File: src/rtl/apb_i2c_regs_if.sv
// APB bus bundle between the APB master and the I2C register slave.
//   sel/enable/write/addr/wdata : master -> slave request
//   rdata/ready                 : slave -> master response
interface apb_i2c_regs_if #(
  parameter int ADDR_W = 8,
  parameter int DATA_W = 8
);
  logic [1:0]        sel;
  logic              enable;
  logic              write;
  logic [ADDR_W-1:0] addr;
  logic [DATA_W-1:0] wdata;
  logic [DATA_W-1:0] rdata;
  logic              ready;

  modport master (output sel, enable, write, addr, wdata, input rdata, ready);
  modport slave  (input sel, enable, write, addr, wdata, output rdata, ready);
endinterface

File: src/rtl/apb_i2c_regs.sv
// APB register slave for an I2C byte engine.
// Register file, 4-deep TX/RX byte FIFOs and the command handshake to the
// external engine. Inserts wait states on TXDATA writes while TX is full
// and on CMD writes while a command is pending or the engine is busy.
// Ports:
//   clk, reset_n     clock, async active-low reset
//   apb (slave)      sel/enable/write/addr/wdata in, rdata/ready out
//   cmd_*            command to engine (valid/ready), addr/rw/len fields
//   tx_data/valid/ready  TX FIFO head towards engine
//   rx_data/valid    received byte strobe (no backpressure)
//   done, nack       engine event pulses
//   irq              only with APB_I2C_IRQ_EN defined
// Optional feature macro: APB_I2C_IRQ_EN (IER register at 0x5 + irq output).
module apb_i2c_regs #(
  parameter logic [1:0] SLAVE_ID   = 2'b01,
  parameter int         ADDR_W     = 8,
  parameter int         DATA_W     = 8,
  parameter int         FIFO_DEPTH = 4
) (
  input  logic              clk,
  input  logic              reset_n,
  apb_i2c_regs_if.slave     apb,
  output logic              cmd_valid,
  input  logic              cmd_ready,
  output logic [6:0]        cmd_addr,
  output logic              cmd_rw,
  output logic [3:0]        cmd_len,
  output logic [DATA_W-1:0] tx_data,
  output logic              tx_valid,
  input  logic              tx_ready,
  input  logic [DATA_W-1:0] rx_data,
  input  logic              rx_valid,
  input  logic              done,
  input  logic              nack
`ifdef APB_I2C_IRQ_EN
  ,
  output logic              irq
`endif
);

  localparam int PW = $clog2(FIFO_DEPTH);
  localparam logic [PW:0] FULL_CNT = (PW+1)'(FIFO_DEPTH);

  localparam logic [ADDR_W-1:0] A_SADDR  = ADDR_W'(0);
  localparam logic [ADDR_W-1:0] A_TXDATA = ADDR_W'(1);
  localparam logic [ADDR_W-1:0] A_RXDATA = ADDR_W'(2);
  localparam logic [ADDR_W-1:0] A_STATUS = ADDR_W'(3);
  localparam logic [ADDR_W-1:0] A_CMD    = ADDR_W'(4);
`ifdef APB_I2C_IRQ_EN
  localparam logic [ADDR_W-1:0] A_IER    = ADDR_W'(5);
`endif

  typedef enum logic [1:0] {IDLE, SETUP, ACCESS} state_t;
  state_t state, state_nxt;

  logic              sel_hit, ready_c, stall, xfer;
  logic [ADDR_W-1:0] addr_q;
  logic              wr_q;
  logic [DATA_W-1:0] wdata_q;
  logic [DATA_W-1:0] rd_val;

  logic [7:0] saddr;
  logic       busy, rx_unf, nack_seen, rx_ovf;
  logic       rx_unf_d, nack_d, rx_ovf_d;

  // FIFO state
  logic [DATA_W-1:0] tx_mem [FIFO_DEPTH];
  logic [DATA_W-1:0] rx_mem [FIFO_DEPTH];
  logic [PW-1:0]     tx_wp, tx_rp, rx_wp, rx_rp;
  logic [PW:0]       tx_cnt, rx_cnt, tx_cnt_d, rx_cnt_d;
  logic              tx_full, tx_empty, rx_full, rx_empty;
  logic              tx_push, tx_pop, rx_push, rx_pop;
  logic              is_tx_wr, is_cmd_wr, sts_wr, rx_rd;

  assign sel_hit   = (apb.sel == SLAVE_ID);
  assign is_tx_wr  = wr_q && (addr_q == A_TXDATA);
  // len 0 is a no-op: no stall and no command
  assign is_cmd_wr = wr_q && (addr_q == A_CMD) && (wdata_q[3:0] != 4'd0);
  assign stall     = (is_tx_wr && tx_full) || (is_cmd_wr && (cmd_valid || busy));

  // ---------------- APB FSM ----------------
  always_ff @(posedge clk or negedge reset_n)
    if (!reset_n) state <= IDLE;
    else          state <= state_nxt;

  // SETUP/ACCESS share completion logic: ready is offered on the first
  // enable cycle unless stalled, then re-evaluated every stalled cycle.
  always_comb begin
    state_nxt = state;
    ready_c   = 1'b0;
    case (state)
      IDLE:          if (sel_hit && !apb.enable) state_nxt = SETUP;
      SETUP, ACCESS: begin
        if (!sel_hit) state_nxt = IDLE;
        else if (apb.enable) begin
          ready_c   = !stall;
          state_nxt = stall ? ACCESS : IDLE;
        end
      end
      default:       state_nxt = IDLE;
    endcase
  end

  assign xfer      = ready_c;
  assign apb.ready = ready_c;

  always_ff @(posedge clk or negedge reset_n)
    if (!reset_n) begin
      addr_q  <= '0;
      wr_q    <= 1'b0;
      wdata_q <= '0;
    end else if (state == IDLE && sel_hit && !apb.enable) begin
      addr_q  <= apb.addr;
      wr_q    <= apb.write;
      wdata_q <= apb.wdata;
    end

  // ---------------- TX FIFO ----------------
  assign tx_full  = (tx_cnt == FULL_CNT);
  assign tx_empty = (tx_cnt == '0);
  assign tx_valid = !tx_empty;
  assign tx_data  = tx_mem[tx_rp];
  assign tx_push  = xfer && is_tx_wr;     // stall guarantees room
  assign tx_pop   = tx_valid && tx_ready;
  assign tx_cnt_d = tx_cnt + {{PW{1'b0}}, tx_push} - {{PW{1'b0}}, tx_pop};

  always_ff @(posedge clk) if (tx_push) tx_mem[tx_wp] <= wdata_q;

  always_ff @(posedge clk or negedge reset_n)
    if (!reset_n) begin
      tx_wp <= '0; tx_rp <= '0; tx_cnt <= '0;
    end else begin
      if (tx_push) tx_wp <= tx_wp + 1'b1;
      if (tx_pop)  tx_rp <= tx_rp + 1'b1;
      tx_cnt <= tx_cnt_d;
    end

  // ---------------- RX FIFO ----------------
  assign rx_full  = (rx_cnt == FULL_CNT);
  assign rx_empty = (rx_cnt == '0);
  assign rx_rd    = xfer && !wr_q && (addr_q == A_RXDATA);
  assign rx_pop   = rx_rd && !rx_empty;
  // a pop on the same edge frees the slot for an incoming byte
  assign rx_push  = rx_valid && (!rx_full || rx_pop);
  assign rx_cnt_d = rx_cnt + {{PW{1'b0}}, rx_push} - {{PW{1'b0}}, rx_pop};

  always_ff @(posedge clk) if (rx_push) rx_mem[rx_wp] <= rx_data;

  always_ff @(posedge clk or negedge reset_n)
    if (!reset_n) begin
      rx_wp <= '0; rx_rp <= '0; rx_cnt <= '0;
    end else begin
      if (rx_push) rx_wp <= rx_wp + 1'b1;
      if (rx_pop)  rx_rp <= rx_rp + 1'b1;
      rx_cnt <= rx_cnt_d;
    end

  // ---------------- sticky status (set beats W1C) ----------------
  assign sts_wr   = xfer && wr_q && (addr_q == A_STATUS);
  assign rx_unf_d = (rx_rd && rx_empty) || (rx_unf && !(sts_wr && wdata_q[5]));
  assign nack_d   = nack || (nack_seen && !(sts_wr && wdata_q[6]));
  assign rx_ovf_d = (rx_valid && rx_full && !rx_pop) || (rx_ovf && !(sts_wr && wdata_q[7]));

  always_ff @(posedge clk or negedge reset_n)
    if (!reset_n) begin
      rx_unf <= 1'b0; nack_seen <= 1'b0; rx_ovf <= 1'b0;
    end else begin
      rx_unf <= rx_unf_d; nack_seen <= nack_d; rx_ovf <= rx_ovf_d;
    end

  // ---------------- SADDR + command ----------------
  always_ff @(posedge clk or negedge reset_n)
    if (!reset_n) begin
      saddr     <= '0;
      cmd_valid <= 1'b0;
      cmd_addr  <= '0;
      cmd_rw    <= 1'b0;
      cmd_len   <= '0;
      busy      <= 1'b0;
    end else begin
      if (xfer && wr_q && addr_q == A_SADDR) saddr <= wdata_q[7:0];
      if (xfer && is_cmd_wr) begin
        cmd_valid <= 1'b1;
        cmd_addr  <= saddr[6:0];
        cmd_rw    <= saddr[7];
        cmd_len   <= wdata_q[3:0];
      end else if (cmd_valid && cmd_ready) begin
        cmd_valid <= 1'b0;
      end
      // done while idle is ignored
      busy <= (cmd_valid && cmd_ready) || (busy && !done);
    end

`ifdef APB_I2C_IRQ_EN
  logic [2:0] ier;
  logic       done_flag, done_flag_d;
  assign done_flag_d = (done && busy) || (done_flag && !(sts_wr && wdata_q[4]));

  // irq registers the post-edge view of the sources so it follows them by one edge
  always_ff @(posedge clk or negedge reset_n)
    if (!reset_n) begin
      ier <= '0; done_flag <= 1'b0; irq <= 1'b0;
    end else begin
      if (xfer && wr_q && addr_q == A_IER) ier <= wdata_q[2:0];
      done_flag <= done_flag_d;
      irq <= (done_flag_d && ier[0]) || (nack_d && ier[1]) ||
             ((rx_cnt_d != '0) && ier[2]);
    end
`endif

  // ---------------- read mux ----------------
  always_comb begin
    rd_val = '0;
    case (addr_q)
      A_SADDR:  rd_val = DATA_W'(saddr);
      A_RXDATA: if (!rx_empty) rd_val = rx_mem[rx_rp];
      A_STATUS: rd_val = DATA_W'({rx_ovf, nack_seen, rx_unf, busy,
                                  rx_empty, rx_full, tx_empty, tx_full});
`ifdef APB_I2C_IRQ_EN
      A_IER:    rd_val = DATA_W'(ier);
`endif
      default:  rd_val = '0;
    endcase
  end

  assign apb.rdata = (ready_c && !wr_q) ? rd_val : '0;

endmodule

File: src/flat_wrapper.sv
// flat-port wrapper written by rule: the top's interface ports become plain ports
module apb_i2c_regs_flat 
#(
  parameter logic [1:0] SLAVE_ID   = 2'b01,
  parameter int         ADDR_W     = 8,
  parameter int         DATA_W     = 8,
  parameter int         FIFO_DEPTH = 4
)
  (clk, reset_n, cmd_valid, cmd_ready, cmd_addr, cmd_rw, cmd_len, tx_data, tx_valid, tx_ready, rx_data, rx_valid, done, nack, apb_sel, apb_enable, apb_write, apb_addr, apb_wdata, apb_rdata, apb_ready);
  apb_i2c_regs_if #(.ADDR_W(ADDR_W), .DATA_W(DATA_W)) apb_i ();
  input  logic clk;
  input  logic reset_n;
  output logic cmd_valid;
  input  logic cmd_ready;
  output logic [6:0] cmd_addr;
  output logic cmd_rw;
  output logic [3:0] cmd_len;
  output logic [DATA_W-1:0] tx_data;
  output logic tx_valid;
  input  logic tx_ready;
  input  logic [DATA_W-1:0] rx_data;
  input  logic rx_valid;
  input  logic done;
  input  logic nack;
  input wire logic [$bits(apb_i.sel)-1:0] apb_sel;
  input wire logic [$bits(apb_i.enable)-1:0] apb_enable;
  input wire logic [$bits(apb_i.write)-1:0] apb_write;
  input wire logic [$bits(apb_i.addr)-1:0] apb_addr;
  input wire logic [$bits(apb_i.wdata)-1:0] apb_wdata;
  output wire logic [$bits(apb_i.rdata)-1:0] apb_rdata;
  output wire logic [$bits(apb_i.ready)-1:0] apb_ready;
  assign apb_i.sel = apb_sel;
  assign apb_i.enable = apb_enable;
  assign apb_i.write = apb_write;
  assign apb_i.addr = apb_addr;
  assign apb_i.wdata = apb_wdata;
  assign apb_rdata = apb_i.rdata;
  assign apb_ready = apb_i.ready;
  apb_i2c_regs #(.SLAVE_ID(SLAVE_ID), .ADDR_W(ADDR_W), .DATA_W(DATA_W), .FIFO_DEPTH(FIFO_DEPTH)) u_core (.clk(clk), .reset_n(reset_n), .apb(apb_i), .cmd_valid(cmd_valid), .cmd_ready(cmd_ready), .cmd_addr(cmd_addr), .cmd_rw(cmd_rw), .cmd_len(cmd_len), .tx_data(tx_data), .tx_valid(tx_valid), .tx_ready(tx_ready), .rx_data(rx_data), .rx_valid(rx_valid), .done(done), .nack(nack));
endmodule
File: config.mk
export PLATFORM = sky130hd
export DESIGN_NAME = apb_i2c_regs_flat
export DESIGN_NICKNAME = d
export VERILOG_FILES = /design/src/rtl/apb_i2c_regs_if.sv /design/src/rtl/apb_i2c_regs.sv /design/src/flat_wrapper.sv
export SDC_FILE = /design/constraint.sdc
export NUM_CORES = 1
export LEC_CHECK = 0
export CORE_MARGIN = 3
export CORE_UTILIZATION = 51
export DETAILED_ROUTE_END_ITERATION = 10
export PLACE_DENSITY = 0.74
export SYNTH_ARGS = -nofsm -noshare
export SYNTH_HDL_FRONTEND = slang
export SYNTH_SLANG_ARGS = --single-unit
File: constraint.sdc
create_clock -name clk -period 3.3 [get_ports clk]
set_input_delay 0.825 -clock clk [delete_from_list [all_inputs] [get_ports clk]]
set_output_delay 0.825 -clock clk [all_outputs]
set_load 0.005 [all_outputs]
==> out/results.txt, run 1 <==
Cell internal power was estimated by the tool at 3.76 mW. Clock-pin slew was measured on the worst setup and hold paths at 0.05 ns. Post-synthesis compound-gate area fraction: 0.0376.

Global routing finished with a remaining overflow of 0. The minimum setup slack in the final design is 0.114 ns, and the pin count of the biggest net entering global routing is 37. Share of layout cells above drive strength 1: 0.277. At the placement stage, the worst setup path has a slack of -0.135 ns. The dominant combinational cell family by area after synthesis is multiplexers.

In this run the static leakage power is 2.66 nW. The fraction of power consumed by combinational cells was 0.204; the first-pass GRT wire length was 16.4 mm. The first detailed-routing pass ran for 4 iterations. The synthesized design spends more area on one cell type than any other, namely sky130_fd_sc_hd__edfxtp_1.

By area the synthesized netlist is led by sky130_fd_sc_hd__edfxtp_1, sky130_fd_sc_hd__dfrtp_1, sky130_fd_sc_hd__mux2_2, sky130_fd_sc_hd__mux4_2, sky130_fd_sc_hd__ha_1. For this run, the post-layout net count is 464. Yosys printed 0 warnings. The setup clock skew after layout is 0.00535 ns, and the clock sink count is 122. The share of the synthesized area in the top cell type was 0.373; the total negative setup slack was 0 ns. Share of flip-flops with an asynchronous set or reset: 0.475. Power spread over the standard cell area amounts to 769 nW/µm². Fraction of power consumed by sequential logic: 0.438. The longest clock path from root to sink contains 2 buffers.

Path type of the worst min-delay path: input pin to async pin. STA classifies the critical path endpoint as a primary output. The mapped cell area was 5160 µm²; the vias per cell was 5.42. The transition at the pin with the smallest max-transition slack works out to 0.822 ns. The type of the setup path with the least slack was input pin to primary output. For the total routing resource utilization after global routing, the log shows 0.194. The run gives 17 as the total CTS buffers. The tool flagged a number of max-cap violations equal to 0. After floorplanning, the core was divided into 36 placement rows. The headroom to the max-slew limit is 0.452, and the xor-xnor portion of the synthesized cell area is 0.0170. The post-route DRC violation count was 0. The later-pin clock latency in the skew report came out at 0.51 ns.

The run gives 66 as the count of boundary I/O pins. The run gives 0 as the diode insertion count for antenna repair. After technology mapping, the gate count stands at 317. The critical path required time is 2.47 ns, and the synthesized-area fraction occupied by adder cells is 0.0417. The largest voltage drop on the vdd net is 0.511 mV, and the final critical delay including setup and external delays is 3.19 ns. The logs give 4 for the total number of H-tree levels and 9820 µm² for the area inside the core boundary. Derived from the worst setup path, the maximum achievable clock frequency is 314 MHz. In this run, synthesis produced a sequential element count of 122. Proportion of synthesized chip area in sequential cells: 0.654. In this run the horizontal extent of the chip is 107 µm. The tree is rooted in a sky130_fd_sc_hd__clkbuf_8.

Setup violations remaining at the end of the flow were counted as 0. The die outline height was 107 µm. The tools report the critical path launch point type as an input pin. Share of the cycle needed by the critical path after routing: 0.965. The logs give 7.11 mm for the half-perimeter wire length after placement and 3086 for the via count of the first global-routing pass.

For this run, the leading register cell type out of synthesis is sky130_fd_sc_hd__edfxtp_1. The tools report the overall die area as 11400 µm². TritonCTS built the clock tree. Setup repair after global routing left no endpoint under its margin. The detail route stage leaves a number of antenna-violating nets equal to 0. The number of fill cells was 687; the count of different cell masters after synthesis was 49. The run finished with clean final reports.

Post-synth net total: 368. The multiplexer area fraction after synthesis works out to 0.155. For the total length of routed wires, the log shows 10.2 mm. Data on the critical path arrives at its endpoint at 2.36 ns. Dividing the synthesized area by the synthesized cell count gives 16.3 µm². The tools report the initial antenna violation count as 0. The run gives 0 as the number of max-slew violations in the final report. For this block, the initial DRC count from the detailed router was 109.

Counting flops with a built-in enable in the synthesized netlist gives 64. Along the worst path, the maximum fanout reaches 4. For the clock network fraction of design power, the log shows 0.358. The routed via count was 3032; the total of buffers placed on input and output ports was 65.

Dividing the detail-routed wire length by the instance count gives 18.2 µm. Initial cell density of the core: 0.525. The area growth from synthesis to layout is 30.4%. For the number of buffers inserted by hold repair at cts, the log shows 0. The logs give 0 for the number of hold-slack violations in the final timing report and 1.41 mW for the switching power.

The switching share of power was 0.273; the placer congestion estimate was 0.807. The fraction of the mapped netlist area in simple logic gates was 0.0750.
[layout by cell type (no fill, tap or decap), drive strengths merged, types with 7 or more instances in the layout]
cell type / n
edfxtp: 64
clkbuf: 20
buf: 22
xnor2: 8
nor2: 8
inv: 16
mux2: 38
a21oi: 7
dlygate4sd2: 8
ha: 14
clkdlybuf4s50: 55
dfrtp: 58
mux4: 16
nand2: 17
and2: 11
a22oi: 7
[through the flow]
stage | std cells | power (mW) | util | cell area [µm²] | hold slack, ns
4_1_cts | 558 | 5.21 | 0.683 | 6710 | 0.427
3_3_place_gp | 525 | 3.27 | 0.620 | 6090 | 0.465
2_1_floorplan | 317 | 2.85 | - | 5160 | 0.450
3_5_place_dp | 525 | 3.33 | 0.620 | 6090 | 0.466
5_1_grt | 559 | 5.42 | 0.685 | 6720 | 0.458
6_report | 559 | 5.17 | 0.685 | 6720 | 0.408
[sequential cells by signal, summed over array words and instances (netlist names), 3 cells and up]
register,count
u_core.addr_q,8
u_core.rx_mem,32
u_core.tx_mem,32
u_core.rx_cnt,3
u_core.saddr,8
u_core.tx_cnt,3
u_core.cmd_addr,7
u_core.cmd_len,4
u_core.wdata_q,8
[per-layer routing]
metal  vias up  track usage  wire [µm]  part of all wire
met5         -            0          0                 0
li1       1393            -          -                 -
met4         0       0.0740        178             0.017
met2        86        0.316       5190              0.51
met1      1537        0.256       4320              0.42
met3        16       0.0474        490             0.048
[synth_stat cells, drive strengths merged, types with 2 or more instances]
library cell,count
nor4b,2
nor4,3
ha,14
o21ai,5
nand4b,2
mux2,38
or4,2
nand4,3
inv,15
nand2,17
and4b,2
nor3b,3
xor2,2
mux4,16
dfrtp,58
a21o,2
nor2,8
xnor2,8
nor3,2
edfxtp,64
fa,2
and2,11
buf,6
clkbuf,3
a21oi,7
a22oi,7
[power groups by stage]
stage	logic (mW)	registers, mW	clock network [mW]
after global placement	1.00	2.26	0
after floorplan	0.697	2.15	0
after CTS	1.06	2.27	1.87
after global routing	1.16	2.32	1.94
after detailed placement	1.04	2.29	0
final	1.05	2.27	1.85
[cell families after synthesis]
kind of cell,after synthesis
flip-flops,122
AO/OA/AOI/OAI,28
multiplexers,55
adder cells (fa/ha/maj),16
XOR/XNOR,10
AND/OR/NAND/NOR,62
buffers and inverters,24
[what timing repair did]
action | 4_1_cts | 5_1_grt
buffers inserted | 1 | 1
resized for setup | 15 | 2
setup endpoints to repair | 9 | 2
cloned | 0 | 0
pin swaps | 2 | 1
[critical path, stage by stage]
cell and delay (ns):
sky130_fd_sc_hd__clkdlybuf4s50_1 0.43, sky130_fd_sc_hd__and4b_1 0.29, sky130_fd_sc_hd__nand4_1 0.12, sky130_fd_sc_hd__buf_6 0.16, sky130_fd_sc_hd__buf_4 0.14, sky130_fd_sc_hd__a21oi_2 0.13, sky130_fd_sc_hd__dlygate4sd2_1 0.26
[path summary, 6_finish.rpt]
check	endpoint	slack (ns)	from	cells past startpoint
max	apb_rdata[6]	0.11	apb_sel[1]	7
min	u_core.rx_wp[1]$_DFFE_PN0P_	0.41	reset_n	1
max reg2reg	u_core.rx_cnt[2]$_DFF_PN0_	0.64	u_core.state[0]$_DFFE_PN0P_	12
min reg2reg	u_core.nack_seen$_DFF_PN0_	0.48	u_core.nack_seen$_DFF_PN0_	1
max in group asynchronous	u_core.tx_wp[0]$_DFFE_PN0P_	2.21	reset_n	2
min in group clk	u_core.nack_seen$_DFF_PN0_	0.48	u_core.nack_seen$_DFF_PN0_	1
[final cells by class]
| cell class | instances | area [µm²] | area share |
|---|---|---|---|
| clock buffers | 20 | 425 | 0.0633 |
| clock inverters | 12 | 173 | 0.0257 |
| inverters | 15 | 56.3 | 0.00837 |
| multi-input cells | 171 | 1700 | 0.253 |
| flip-flops and latches | 122 | 3380 | 0.502 |
| well taps | 133 | 166 | 0.0247 |
| repair buffers | 86 | 825 | 0.123 |
No activity file was read; power rests on OpenSTA's default activity.
==> run 2, diff against run 1 <==
SETUP_SLACK_MARGIN = 0.2   (was unset)
==> out/results.txt, run 2 (synthesized netlist as in run 1, its figures left out) <==
The run finished with clean final reports. In this run the most used layer during global routing was met2. For this design, the sink count on the clock tree is 122. For the detailed-router iteration count before antenna repair, the log shows 4. The total routing resource utilization after global routing was 0.198. For the number of hold-slack violations in the final timing report, the log shows 0. The run gives 2.68 nW as the reported leakage power. The startpoint of the most critical register-to-register path is u_core.state[0]$_DFFE_PN0P_. For the largest voltage drop on the vdd net, the log shows 0.515 mV. The type of destination of the critical path was a primary output.

The number of max-slew violations in the final report was 0. The H-tree was split into 4 levels. The design draws 5.28 mW.

The total of buffers placed on input and output ports is 65. Once detail routing completed, the nets flagged for antenna violations numbered 0. STA classifies the critical path startpoint as a flip-flop.

Dividing the detail-routed wire length by the instance count gives 18.5 µm. The highest net fanout along the worst path works out to 6. The post-route DRC violation count is 0.

The worst setup path is of the flip-flop to primary output kind. The most common cell after layout, fill and taps aside is sky130_fd_sc_hd__edfxtp_1. At the pin with the least slew margin, the transition time is 0.816 ns. The number of cells traversed by the worst register-to-register path came out at 12.

The logs give 17 for the total CTS buffers and 2 for the maximum count of clock buffers along a single path. The logs give 0.261 for the met1 routing resource usage after global routing and 676 for the number of fill cells. Summed over all layers, the routed wires come to 10.6 mm. The final critical delay including setup and external delays works out to 3.04 ns. The root cell of the clock tree was sky130_fd_sc_hd__clkbuf_8.

Setup repair after global routing could not meet its margin everywhere. Entering global routing, the biggest net connects 37 pins. The largest registers in the layout are u_core.rx_mem: 32 flops, u_core.tx_mem: 32 flops. The share of layout cells above drive strength 1 came out at 0.336.

The worst register-to-register path ends at u_core.rx_cnt[2]$_DFF_PN0_. The share of the cycle needed by the critical path after routing is 0.922. Between clock sinks in the finished design, the worst skew comes to 0.00705 ns. For the met3 track demand over resource, the log shows 0.0474. For the max-cap check violation count, the log shows 0. TritonCTS built the clock tree.

Headroom to the max-slew limit: 0.456. The critical path required time was 2.47 ns; the number of buffers inserted by hold repair at cts was 0. For this run, the top clock speed supported by timing is 328 MHz. Relative to the synthesized area, the layout overhead comes to 33.0%.

In this run the power density over the cells is 771 nW/µm². Setup violations remaining at the end of the flow were counted as 0. The tools report the via count of the first global-routing pass as 3146. After the last flow step, the layout net total stands at 478.

The placer congestion estimate came out at 0.807. The area inside the core boundary was 9820 µm²; the starting DRC count in detailed routing was 153. The path type of the worst min-delay path was input pin to async pin. Measured along the y axis, the die boundary spans 107 µm. The run gives 0 as the diode insertion count for antenna repair. Across all register-to-register paths, the minimum setup slack is 0.72 ns.

The clock transition at the registers of the reported paths is 0.06 ns, and the vias per cell is 5.39. After global routing the overflow that remains totals 0. The initial cell density of the core is 0.525, and the routed via count is 3088. The count of boundary I/O pins was 66.

The first global-routing pass estimated 16.7 mm of wire. Leaving out fill and tap cells, the most frequent cells in the layout are sky130_fd_sc_hd__edfxtp_1, sky130_fd_sc_hd__dfrtp_1, sky130_fd_sc_hd__clkdlybuf4s50_1. Later-pin clock latency in the skew report: 0.51 ns. Summed over all nets, the half-perimeter wirelength after detailed placement is 7.11 mm. The post-route core utilization is 0.698, and the met2 track demand over resource in global routing is 0.322. The initial antenna violation count was 0.

The run gives 2.22 ns as the critical path arrival. In this run the horizontal extent of the chip is 107 µm. The die covers 11400 µm². The floorplan has 36 rows.
run 2: final cells by class:
cell class / count / area, µm² / share of cell area
sequential: 122 / 3380 / 0.493
multi-input combinational: 171 / 1750 / 0.255
timing repair buffer: 100 / 907 / 0.132
clock buffer: 20 / 425 / 0.0621
clock inverter: 12 / 173 / 0.0252
tap: 133 / 166 / 0.0243
inverter: 15 / 56.3 / 0.00821
run 2: repair_timing:
| action | 4_1_cts | 5_1_grt |
|---|---|---|
| setup endpoints to repair | 17 | 7 |
| gates cloned | 0 | 0 |
| setup buffers | 7 | 9 |
| resized for setup | 41 | 10 |
| pin swaps | 4 | 3 |
run 2: worst max path at each step:
stage | from | end | slack, ns | cells after the start
finish | u_core.wdata_q[0]$_DFFE_PN0P_ | apb_ready | 0.26 | 5
floorplan | apb_sel[1] | u_core.rx_cnt[2]$_DFF_PN0_ | 0.82 | 8
detailed placement | apb_sel[1] | apb_rdata[7] | -0.13 | 7
global placement | apb_sel[0] | apb_rdata[6] | -0.1 | 6
CTS | u_core.wdata_q[0]$_DFFE_PN0P_ | apb_ready | 0.16 | 5
global route | u_core.state[0]$_DFFE_PN0P_ | apb_rdata[3] | 0.16 | 9
run 2: power by group:
group	switching, mW	internal, mW	total, mW
logic	0.508	0.643	1.15
registers	0.319	1.96	2.28
clock network	0.633	1.22	1.86
run 2: per-layer routing:
layer	share of wire	routed length (µm)
met5	0	0
met4	0.014	152
met3	0.046	482
met2	0.52	5460
met1	0.42	4480
run 2: per-stage QoR:
stage / instances / TNS (ns) / hold slack, ns / setup WS (ns) / cell area [µm²]
2_1_floorplan: 317 / 0 / 0.450 / 0.823 / 5160
3_3_place_gp: 525 / -0.590 / 0.465 / -0.0950 / 6090
3_5_place_dp: 525 / -0.725 / 0.466 / -0.135 / 6090
4_1_cts: 564 / 0 / 0.427 / 0.163 / 6750
5_1_grt: 573 / 0 / 0.458 / 0.156 / 6860
6_report: 573 / 0 / 0.411 / 0.256 / 6860
run 2: critical path: stages, from the launching register on:
cell and delay, ns:
sky130_fd_sc_hd__dfrtp_2 0.44, sky130_fd_sc_hd__or4_4 0.55, sky130_fd_sc_hd__nand4_1 0.13, sky130_fd_sc_hd__o21ai_1 0.10, sky130_fd_sc_hd__a31oi_1 0.23, sky130_fd_sc_hd__dlygate4sd2_1 0.26
